`config.mk`:
```
export PLATFORM = sky130hd
export DESIGN_NAME = led_mode_sequencer
export DESIGN_NICKNAME = d
export VERILOG_FILES = /design/src/rtl/led_mode_sequencer.sv
export SDC_FILE = /design/constraint.sdc
export NUM_CORES = 1
export LEC_CHECK = 0
export ABC_AREA = 1
export CAP_MARGIN = 20
export CORE_ASPECT_RATIO = 0.8
export CORE_UTILIZATION = 25
export CTS_CLUSTER_DIAMETER = 50
export DETAILED_ROUTE_END_ITERATION = 8
export HOLD_SLACK_MARGIN = 0.06
export MAX_ROUTING_LAYER = met4
export PLACE_DENSITY = 0.55
export SKIP_CTS_REPAIR_TIMING = 1
export SLEW_MARGIN = 0
export SYNTH_ARGS = -nofsm -noshare
export SYNTH_HDL_FRONTEND = slang
export SYNTH_SLANG_ARGS = --single-unit
```
`constraint.sdc`:
```
create_clock -name clock -period 1.5 [get_ports clock]
set_input_delay 0.3 -clock clock [delete_from_list [all_inputs] [get_ports clock]]
set_output_delay 0.3 -clock clock [all_outputs]
set_load 0.03 [all_outputs]
```
`src/rtl/led_mode_sequencer.sv`:
```
// LED mode sequencer: steps LED patterns and gates the pacing timer.
// Define LED_MODE_SEQUENCER_BOUNCE_EN to build the BOUNCE mode.
module led_mode_sequencer #(
    parameter int LED_COUNT  = 3,
    parameter int STEP_TICKS = 5
) (
    input  logic                 clock,
    input  logic                 reset_n,
    input  logic                 next_pressed,
    input  logic                 hold_pressed,
    input  logic                 timer_elapsed,
    output logic                 timer_enabled,
    output logic [LED_COUNT-1:0] led,
    output logic [2:0]           mode,
    output logic                 paused
);
    localparam int CW = $clog2(STEP_TICKS + 1);
    localparam logic [CW-1:0] LAST = CW'(STEP_TICKS - 1);
    localparam logic [CW-1:0] ONE  = CW'(1);

    localparam logic [2:0] S_OFF     = 3'd0;
    localparam logic [2:0] S_BLINK   = 3'd1;
    localparam logic [2:0] S_CH_UP   = 3'd2;
    localparam logic [2:0] S_CH_DN   = 3'd3;
    localparam logic [2:0] S_BOUNCE  = 3'd4;

    localparam logic [LED_COUNT-1:0] LED_LSB = LED_COUNT'(1);
    localparam logic [LED_COUNT-1:0] LED_MSB = {1'b1, {(LED_COUNT-1){1'b0}}};

    logic [2:0]           r_mode;
    logic [2:0]           w_mode_nxt;
    logic [LED_COUNT-1:0] r_led;
    logic [LED_COUNT-1:0] w_led_nxt;
    logic [CW-1:0]        r_cnt;
    logic [CW-1:0]        w_cnt_nxt;
    logic                 r_paused;
    logic                 w_paused_nxt;
    logic                 r_ten;
    logic                 w_ten_nxt;
    logic                 w_legal;
    logic                 w_change;
`ifdef LED_MODE_SEQUENCER_BOUNCE_EN
    logic                 r_dir_dn;
    logic                 w_dir_dn_nxt;

    assign w_legal = (r_mode <= S_BOUNCE);
`else
    assign w_legal = (r_mode <= S_CH_DN);
`endif

    // Any mode change, including recovery from an illegal code, reloads
    assign w_change = next_pressed || !w_legal;

    always_ff @(posedge clock or negedge reset_n) begin
        if (!reset_n) begin
            r_mode <= S_OFF;
        end else begin
            r_mode <= w_mode_nxt;
        end
    end

    always_comb begin
        w_mode_nxt = r_mode;
        if (!w_legal) begin
            w_mode_nxt = S_OFF;
        end else if (next_pressed) begin
            case (r_mode)
                S_OFF:   w_mode_nxt = S_BLINK;
                S_BLINK: w_mode_nxt = S_CH_UP;
                S_CH_UP: w_mode_nxt = S_CH_DN;
`ifdef LED_MODE_SEQUENCER_BOUNCE_EN
                S_CH_DN: w_mode_nxt = S_BOUNCE;
`endif
                default: w_mode_nxt = S_OFF;
            endcase
        end
    end

    always_comb begin
        w_led_nxt    = r_led;
        w_cnt_nxt    = r_cnt;
        w_paused_nxt = r_paused;
`ifdef LED_MODE_SEQUENCER_BOUNCE_EN
        w_dir_dn_nxt = r_dir_dn;
`endif
        if (w_change) begin
            w_cnt_nxt    = '0;
            w_paused_nxt = 1'b0;
`ifdef LED_MODE_SEQUENCER_BOUNCE_EN
            w_dir_dn_nxt = 1'b0;
`endif
            case (w_mode_nxt)
                S_CH_UP:  w_led_nxt = LED_LSB;
                S_CH_DN:  w_led_nxt = LED_MSB;
                S_BOUNCE: w_led_nxt = LED_LSB;
                default:  w_led_nxt = '0;
            endcase
        end else if (hold_pressed && r_mode != S_OFF) begin
            w_paused_nxt = !r_paused;
        end else if (timer_elapsed && r_mode != S_OFF && !r_paused) begin
            if (r_cnt != LAST) begin
                w_cnt_nxt = r_cnt + ONE;
            end else begin
                w_cnt_nxt = '0;
                case (r_mode)
                    S_BLINK: w_led_nxt = ~r_led;
                    S_CH_UP: w_led_nxt = {r_led[LED_COUNT-2:0], r_led[LED_COUNT-1]};
                    S_CH_DN: w_led_nxt = {r_led[0], r_led[LED_COUNT-1:1]};
`ifdef LED_MODE_SEQUENCER_BOUNCE_EN
                    S_BOUNCE: begin
                        // Reverse at either end, so the end LED is lit once
                        if (!r_dir_dn) begin
                            if (r_led[LED_COUNT-1]) begin
                                w_dir_dn_nxt = 1'b1;
                                w_led_nxt    = r_led >> 1;
                            end else begin
                                w_led_nxt    = r_led << 1;
                            end
                        end else begin
                            if (r_led[0]) begin
                                w_dir_dn_nxt = 1'b0;
                                w_led_nxt    = r_led << 1;
                            end else begin
                                w_led_nxt    = r_led >> 1;
                            end
                        end
                    end
`endif
                    default: w_led_nxt = r_led;
                endcase
            end
        end
        w_ten_nxt = (w_mode_nxt != S_OFF) && !w_paused_nxt;
    end

    always_ff @(posedge clock or negedge reset_n) begin
        if (!reset_n) begin
            r_led    <= '0;
            r_cnt    <= '0;
            r_paused <= 1'b0;
            r_ten    <= 1'b0;
`ifdef LED_MODE_SEQUENCER_BOUNCE_EN
            r_dir_dn <= 1'b0;
`endif
        end else begin
            r_led    <= w_led_nxt;
            r_cnt    <= w_cnt_nxt;
            r_paused <= w_paused_nxt;
            r_ten    <= w_ten_nxt;
`ifdef LED_MODE_SEQUENCER_BOUNCE_EN
            r_dir_dn <= w_dir_dn_nxt;
`endif
        end
    end

    assign mode          = r_mode;
    assign led           = r_led;
    assign paused        = r_paused;
    assign timer_enabled = r_ten;
endmodule
```
==> results of run 1 <==
==> sequential cells by signal, indices dropped and copies added (netlist names) <==
signal,count
paused,1
led,3
r_cnt,3
timer_enabled,1
mode,3
==> worst max path at each step <==
stage	depth (start not counted)	start	slack (ps)	to
floorplan	8	mode[0]$_DFF_PN0_	130	led[1]$_DFFE_PN0P_
global placement	10	next_pressed	-40	led[0]$_DFFE_PN0P_
detailed placement	10	next_pressed	-30	led[0]$_DFFE_PN0P_
CTS	1	led[0]$_DFFE_PN0P_	-210	led[0]
global route	7	mode[0]$_DFF_PN0_	50	led[2]$_DFFE_PN0P_
finish	1	mode[0]$_DFF_PN0_	180	mode[0]
==> metrics by stage <==
step	TNS [ps]	total power [mW]	instances	util, %
after global routing	0	0.819	155	37.8
final	0	0.765	155	37.8
after floorplan	0	0.464	94	-
after detailed placement	-53.2	0.573	151	36.0
after global placement	-65.4	0.570	151	36.0
after CTS	-833	0.783	155	37.1
==> layout by cell type (no fill, tap or decap), types with 2 or more instances in the layout <==
master / Yosys / final
buf_4: 0 / 11
a21oi_1: 4 / 4
inv_1: 8 / 8
clkbuf_4: 0 / 3
inv_2: 5 / 5
nor2_1: 10 / 10
dfrtp_1: 11 / 11
dlymetal6s2s_1: 0 / 7
ha_1: 2 / 2
nand3_1: 7 / 7
nand2_1: 34 / 34
o21ai_1: 2 / 2
clkdlybuf4s50_1: 0 / 4
==> routing by layer <==
metal  vias to the layer above  part of all wire [%]  track usage [%]  wire, µm
li1                        342                     -                -         -
met1                       283                    46             16.0       702
met2                         9                    49             24.3       738
met3                         2                   3.8             4.86        57
met4                         0                   1.2             4.29        18
met5                         -                     0                -         0
==> cells by family after synthesis <==
| kind of cell | after synthesis | share of synthesized area, % |
|---|---|---|
| and+or+nand+nor | 58 | 38.8 |
| adders and majority gates | 2 | 3.82 |
| other | 1 | 0.573 |
| AOI/OAI and AO/OA | 8 | 6.50 |
| buffers and inverters | 14 | 8.22 |
| DFF | 11 | 42.1 |
==> final cells by class <==
type | instances | area (µm²) | share of cell area [%]
Sequential cell | 11 | 275 | 29.6
Inverter | 13 | 48.8 | 5.24
Multi-Input combinational cell | 69 | 325 | 34.9
Tap cell | 36 | 45.0 | 4.84
Timing Repair Buffer | 22 | 210 | 22.6
Clock buffer | 4 | 26.3 | 2.82
==> power by group <==
group	internal (mW)	leakage (nW)	switching (mW)
clock network	0.103	0.0150	0.0996
registers	0.318	0.145	0.0181
logic	0.0936	0.410	0.133
total	0.515	0.570	0.250
==> worst reg2reg max path, delay by kind of cell, from the launching register on <==
| kind | cells | cell delay [ps] |
|---|---|---|
| flops | 1 | 530 |
| simple gates | 7 | 670 |
==> impl_metrics.toml, run 1 <==
[floorplanning]
fp.coreArea_mm2 = 0.00246
dieArea_mm2 = 0.00283
die_w_um = 59.2
row_count = 16
fp.dieH_um = 47.8
io_pins = 13
start_util_pct = 26.6

[synth]
ys.flop_type = "dfrtp_1"
synthArstFlopShare_pct = 100
ys_top_cells_by_area = "dfrtp_1 (42%), nand2_1 (20%), nor2_1 (5.7%)"
synth_top_area_cell = "dfrtp_1"
ys_ff_latch = 11
synth_cell_types = 20
synth_seq_area_share_pct = 42.1
synthCells = 94
synthDominantCellAreaShare_pct = 42.1
synth-edff-count = 0
synth_area_per_cell_um2 = 6.96
yosys-top-cells-count = "nand2_1 (34), dfrtp_1 (11), nor2_1 (10), inv_1 (8), nand3_1 (7)"
ys_warn_count = 0
syn_nets = 101
netlist_area_um2 = 654
yosysMostFrequentCell = "nand2_1"

[cts]
cts_buffer_depth = 2
path_clk_slew_ps = 70
cts_made_buffers = 3
cts-root-buf = "clkbuf_4"
tritoncts = "yes"
cts_max_level = 1
clk_latency_ps = 270
clkSinkCount = 11

[setup_path]
crit_path_top_delay_cell = "dfrtp_1"
arrival_ps = 1020
crit_fanout = 9
rrSetupSlack_ps = 200
crit_type = "reg -> out"
rr_worst_depth = 7
crit_path_end_kind = "primary output"
cpLargestDelayFamily = "flip-flops"
r2r_end = "led[2]$_DFFE_PN0P_"
worstPathCellList = "buf_4"
required_ps = 1200
timing.rr.start = "mode[0]$_DFF_PN0_"
critPathMaxStageDelay_ps = 530
cp-start-kind = "flip-flop"
path_buf_inv = 1

[detailed_routing]
drtAntennaViolNets = 0
drtIter0Drc = 10
totalWireLength_um = 1520
wl_per_cell_um = 9.78
drt_pass1_iterations = 4
routed-via-count = 636
viasPerCell = 4.10
drc = 0

[run]
cap_violations = 0

[timing]
finalHoldViolCount = 0
period_minus_slack_ps = 1320
rsz0062_at_grt = "no"
slew_viol_final = 0
finalCritPeriodShare_pct = 88.2
finalHoldWorstSlack_ps = 316
max_freq_mhz = 756
layout_setup_ws_ps = 177
finalSetupViolCount = 0
finClkSkew_ps = 4.29

[global_routing]
grt_max_degree = 12
gr-usage-all-layers_pct = 14.2
grt_pass1_wl_um = 2750
first_global_vias = 648
antenna_found_initial = 0
overflow = 0

[power_and_ir_drop]
power.density_mw_per_mm2 = 822
cellLeakagePower_nw = 0.570
ir_worst_vdd_v = 0.000384

[place]
port_buffers = 12
preCtsSetupSlack_ps = -30.2
placed_area_um2 = 887
gp_congestion = 0.765
hpwl_um = 1170

[finish]
nFillCells = 264
syn2layout_area_growth_pct = 42.3
design_area_um2 = 931
diodes = 0
drive_gt1_share_pct = 20.2
finalNetCount = 127

[worst_hold_path]
worstHoldPathType = "in -> async"

[status]
status = "complete, no violations"
(Power assumes the default switching activity.)
==> inputs of run 2 (changes only) <==
- CELL_PAD_IN_SITES_DETAIL_PLACEMENT: not set -> 0
- CELL_PAD_IN_SITES_GLOBAL_PLACEMENT: not set -> 2
- CTS_CLUSTER_SIZE: not set -> 24
- PLACE_DENSITY: 0.55 -> 0.82
==> run 2 against run 1 <==
Compared with the run above:
- sequential power is essentially flat
- sequential share of layout area shrank 0.47 points
- global-route usage shrank 1.8 points
- cell area grew 1.6%
- critical endpoint unchanged
==> impl_metrics.toml, run 2 (same netlist as run 1, synthesis figures left out) <==
[place]
port_buffers = 12
hpwl_um = 1210
gp_congestion = 0.751
placed_area_um2 = 902

[detailed_routing]
totalWireLength_um = 1510
viasPerCell = 4.19
drt_pass1_iterations = 4
wl_per_cell_um = 9.61
routed-via-count = 658
drc = 0
drtAntennaViolNets = 0
drtIter0Drc = 37

[floorplanning]
dieArea_mm2 = 0.00283
fp.coreArea_mm2 = 0.00246
row_count = 16
die_w_um = 59.2
start_util_pct = 26.6
io_pins = 13
fp.dieH_um = 47.8

[setup_path]
cp-start-kind = "flip-flop"
r2r_end = "led[0]$_DFFE_PN0P_"
crit_fanout = 9
crit_path_end_kind = "primary output"
rrSetupSlack_ps = 200
required_ps = 1200
crit_type = "reg -> out"
timing.rr.start = "mode[0]$_DFF_PN0_"
critPathMaxStageDelay_ps = 520
path_buf_inv = 1
rr_worst_depth = 7
cpLargestDelayFamily = "flip-flops"
worstPathCellList = "buf_4"
arrival_ps = 1010
crit_path_top_delay_cell = "dfrtp_1"

[timing]
worst_pin_slew_ps = 519
slew_viol_final = 0
finalSetupViolCount = 0
period_minus_slack_ps = 1310
relSlewSlack_pct = 65.3
finClkSkew_ps = 0.691
rsz0062_at_grt = "no"
finalHoldWorstSlack_ps = 370
finalHoldViolCount = 0
finalCritPeriodShare_pct = 87.1
fin_setup_tns_ps = 0
max_freq_mhz = 765

[cts]
cts_made_buffers = 3
path_clk_slew_ps = 70
cts_max_level = 1
clk_latency_ps = 270
cts_buffer_depth = 2
clkSinkCount = 11
tritoncts = "yes"
cts-root-buf = "clkbuf_4"

[power_and_ir_drop]
cellLeakagePower_nw = 0.580
ir_worst_vdd_v = 0.000305
power.density_mw_per_mm2 = 818

[worst_hold_path]
worstHoldPathType = "in -> async"

[global_routing]
first_global_vias = 523
grt_max_degree = 12
antenna_found_initial = 0
grt_pass1_wl_um = 2510
overflow = 0
gr-usage-all-layers_pct = 12.5

[finish]
finalNetCount = 129
nFillCells = 273
diodes = 0
syn2layout_area_growth_pct = 44.6
design_area_um2 = 946
layout_commonest_cell = "nand2_1"
layout_common_cells = "nand2_1 (34), buf_4 (13), dfrtp_1 (11), nor2_1 (10), inv_1 (8)"
drive_gt1_share_pct = 21.5
fin_util_pct = 38.4

[status]
status = "complete, no violations"

[run]
cap_violations = 0
## run 2: cell count changes in the layout (fill, tap and decap cells not counted), sizes merged
cell  delta
buf      +2
## run 2: metal layers
metal	part of all wire, %	vias up	track usage, %
met5	0	-	-
met4	0	0	2.86
met3	2.8	0	4.05
met2	41	10	14.8
met1	56	302	19.1
li1	-	346	-
## run 2: per-stage QoR
step                setup WS, ps  total power, mW  std cells
global route                44.5            0.831        157
finish                       193            0.773        157
global placement           -54.0            0.579        153
detailed placement         -51.9            0.579        153
CTS                         -177            0.793        157
floorplan                    128            0.464         94
## run 2: how the worst max path moves through the flow
| stage | start | end | slack, ps | cells past startpoint |
|---|---|---|---|---|
| final | mode[0]$_DFF_PN0_ | mode[0] | 190 | 1 |
| after global routing | mode[0]$_DFF_PN0_ | led[2]$_DFFE_PN0P_ | 40 | 7 |
| after CTS | led[0]$_DFFE_PN0P_ | led[0] | -180 | 1 |
| after detailed placement | next_pressed | led[0]$_DFFE_PN0P_ | -50 | 7 |
| after global placement | next_pressed | led[1]$_DFFE_PN0P_ | -50 | 8 |
| after floorplan | mode[0]$_DFF_PN0_ | led[1]$_DFFE_PN0P_ | 130 | 8 |
## run 2: where the power goes
| group | leakage, nW | total, mW | internal [mW] | switching (mW) |
|---|---|---|---|---|
| clock | 0.0150 | 0.206 | 0.103 | 0.103 |
| sequential | 0.145 | 0.335 | 0.318 | 0.0170 |
| combinational | 0.420 | 0.233 | 0.0969 | 0.136 |
| total | 0.580 | 0.773 | 0.518 | 0.256 |
## run 2: cell type report
type                            count  area, µm²  share of cell area (%)
Multi-Input combinational cell     69        325                    34.4
Clock buffer                        4       26.3                    2.78
Timing Repair Buffer               24        225                    23.8
Inverter                           13       48.8                    5.16
Sequential cell                    11        275                    29.1
Tap cell                           36       45.0                    4.76
==> inputs of run 3 (changes only) <==
- CORE_UTILIZATION: 25 -> 26
- PLACE_DENSITY: 0.82 -> 0.84
- clock period: 1.5 -> 1.4 ns (I/O delays scaled with it)
==> run 3 against run 2 <==
Compared with the run above:
- combinational power up 8%
- clock power up 11%
- hold slack worse by 59 ps
- register-to-register slack worse by 80 ps
- sequential share of layout area up 0.39 points
- die area down 3.7%
- sequential power up 7.2%
- global-route usage up 1.5 points
- via count down 3.6%
- flip-flop and latch count unchanged
- cell area down 1.3%
- critical path type is now reg -> reg
- highest routed layer is now met4
==> impl_metrics.toml, run 3 (same netlist as run 1, synthesis figures left out) <==
[setup_path]
crit_fanout = 7
arrival_ps = 1450
required_ps = 1570
crit_path_top_delay_cell = "dfrtp_1"
worstPathCellList = "inv_2, nand2_1, nand4_2, nand2_2, nand2_1, nand2_1, nand2_1"
crit_path_end_kind = "flip-flop"
worst_path_most_repeated_cell = "nand2_1"
cp-start-kind = "flip-flop"
critPathMaxStageDelay_ps = 450
crit_type = "reg -> reg"

[run]
cap_violations = 0

[finish]
fin_util_pct = 41.1
design_area_um2 = 933
finalNetCount = 129
syn2layout_area_growth_pct = 42.6
drive_gt1_share_pct = 23.1
diodes = 0
layout_commonest_cell = "nand2_1"
layout_common_cells = "nand2_1 (34), buf_4 (15), dfrtp_1 (11), nor2_1 (10), inv_1 (8)"

[cts]
cts_made_buffers = 3
clkSinkCount = 11
tritoncts = "yes"
path_clk_slew_ps = 80
clk_latency_ps = 270
cts_max_level = 1
cts_buffer_depth = 2
cts-root-buf = "clkbuf_4"

[floorplanning]
dieArea_mm2 = 0.00272
fp.coreArea_mm2 = 0.00227
start_util_pct = 28.8
row_count = 15
die_w_um = 58.1
io_pins = 13
fp.dieH_um = 46.9

[timing]
period_minus_slack_ps = 1280
finalCritPeriodShare_pct = 91.2
finalHoldViolCount = 0
finClkSkew_ps = 0.344
finalSetupViolCount = 0
rsz0062_at_grt = "no"
slew_viol_final = 0
fin_setup_tns_ps = 0
max_freq_mhz = 784

[detailed_routing]
totalWireLength_um = 1540
drc = 0
drtAntennaViolNets = 0
viasPerCell = 4.09
drtIter0Drc = 12
routed-via-count = 634
drt_pass1_iterations = 4
wl_per_cell_um = 9.93

[place]
placed_area_um2 = 895
hpwl_um = 1180
port_buffers = 12
gp_congestion = 0.761

[global_routing]
first_global_vias = 572
overflow = 0
antenna_found_initial = 0
grt_max_degree = 12
gr-usage-all-layers_pct = 13.9
grt_pass1_wl_um = 2570

[worst_hold_path]
worstHoldPathType = "in -> async"

[power_and_ir_drop]
power_frac_comb_pct = 30.0
power.switching_uw = 283
p_sw_share_pct = 33.7
pwr-share-clk_pct = 27.3
ir_worst_vdd_v = 0.000311
p_seq_share_pct = 42.7
power.density_mw_per_mm2 = 900
p_int_uw = 557
cellLeakagePower_nw = 0.557

[status]
status = "complete, no violations"
[run 3: cell count changes in the layout (fill, tap and decap cells not counted)]
cell / delta
buf_4: +2
dlymetal6s2s_1: -2
[run 3: cell type report]
class / count / area [µm²]
flip-flops and latches: 11 / 275
fillers: 254 / 1340
multi-input cells: 69 / 325
repair buffers: 24 / 215
inverters: 13 / 48.8
clock buffers: 4 / 26.3
well taps: 34 / 42.5
[run 3: stage by stage]
step                cells  hold slack, ps  setup slack, ps  total power, mW
floorplan              94           -15.6             28.0            0.498
global placement      151             540             -131            0.623
detailed placement    151             546             -125            0.621
CTS                   155             308             -245            0.857
global route          155             303             8.81            0.897
finish                155             310              124            0.840
[run 3: worst paths after layout]
path / from / to / slack, ps / cells after the start
min reg2reg: r_cnt[2]$_DFFE_PN0P_ / r_cnt[2]$_DFFE_PN0P_ / 560 / 2
max: mode[2]$_DFF_PN0_ / led[0]$_DFFE_PN0P_ / 120 / 7
max in group asynchronous: reset_n / paused$_DFF_PN0_ / 940 / 2
min in group clock: r_cnt[2]$_DFFE_PN0P_ / r_cnt[2]$_DFFE_PN0P_ / 560 / 2
min: reset_n / r_cnt[2]$_DFFE_PN0P_ / 310 / 2
max reg2reg: mode[2]$_DFF_PN0_ / led[0]$_DFFE_PN0P_ / 120 / 7
[run 3: routing by layer]
| layer | vias up | routed length [µm] | GRT usage [%] |
|---|---|---|---|
| li1 | 346 | - | - |
| met1 | 273 | 857 | 18.5 |
| met2 | 13 | 608 | 19.1 |
| met3 | 2 | 48 | 4.13 |
| met4 | 0 | 24 | 7.14 |
| met5 | - | 0 | - |
[run 3: power by group through the flow]
stage | Sequential [mW] | Clock (mW) | Combinational [mW]
finish | 0.359 | 0.229 | 0.252
global placement | 0.365 | 0 | 0.257
detailed placement | 0.366 | 0 | 0.255
floorplan | 0.413 | 0 | 0.0840
global route | 0.363 | 0.259 | 0.276
CTS | 0.360 | 0.241 | 0.256
[run 3: worst max-delay path, delay by kind of cell, from the launching register on]
family                 cells  cell delay [ps]
buffers and inverters      1              120
DFF                        1              450
and+or+nand+nor            6              600
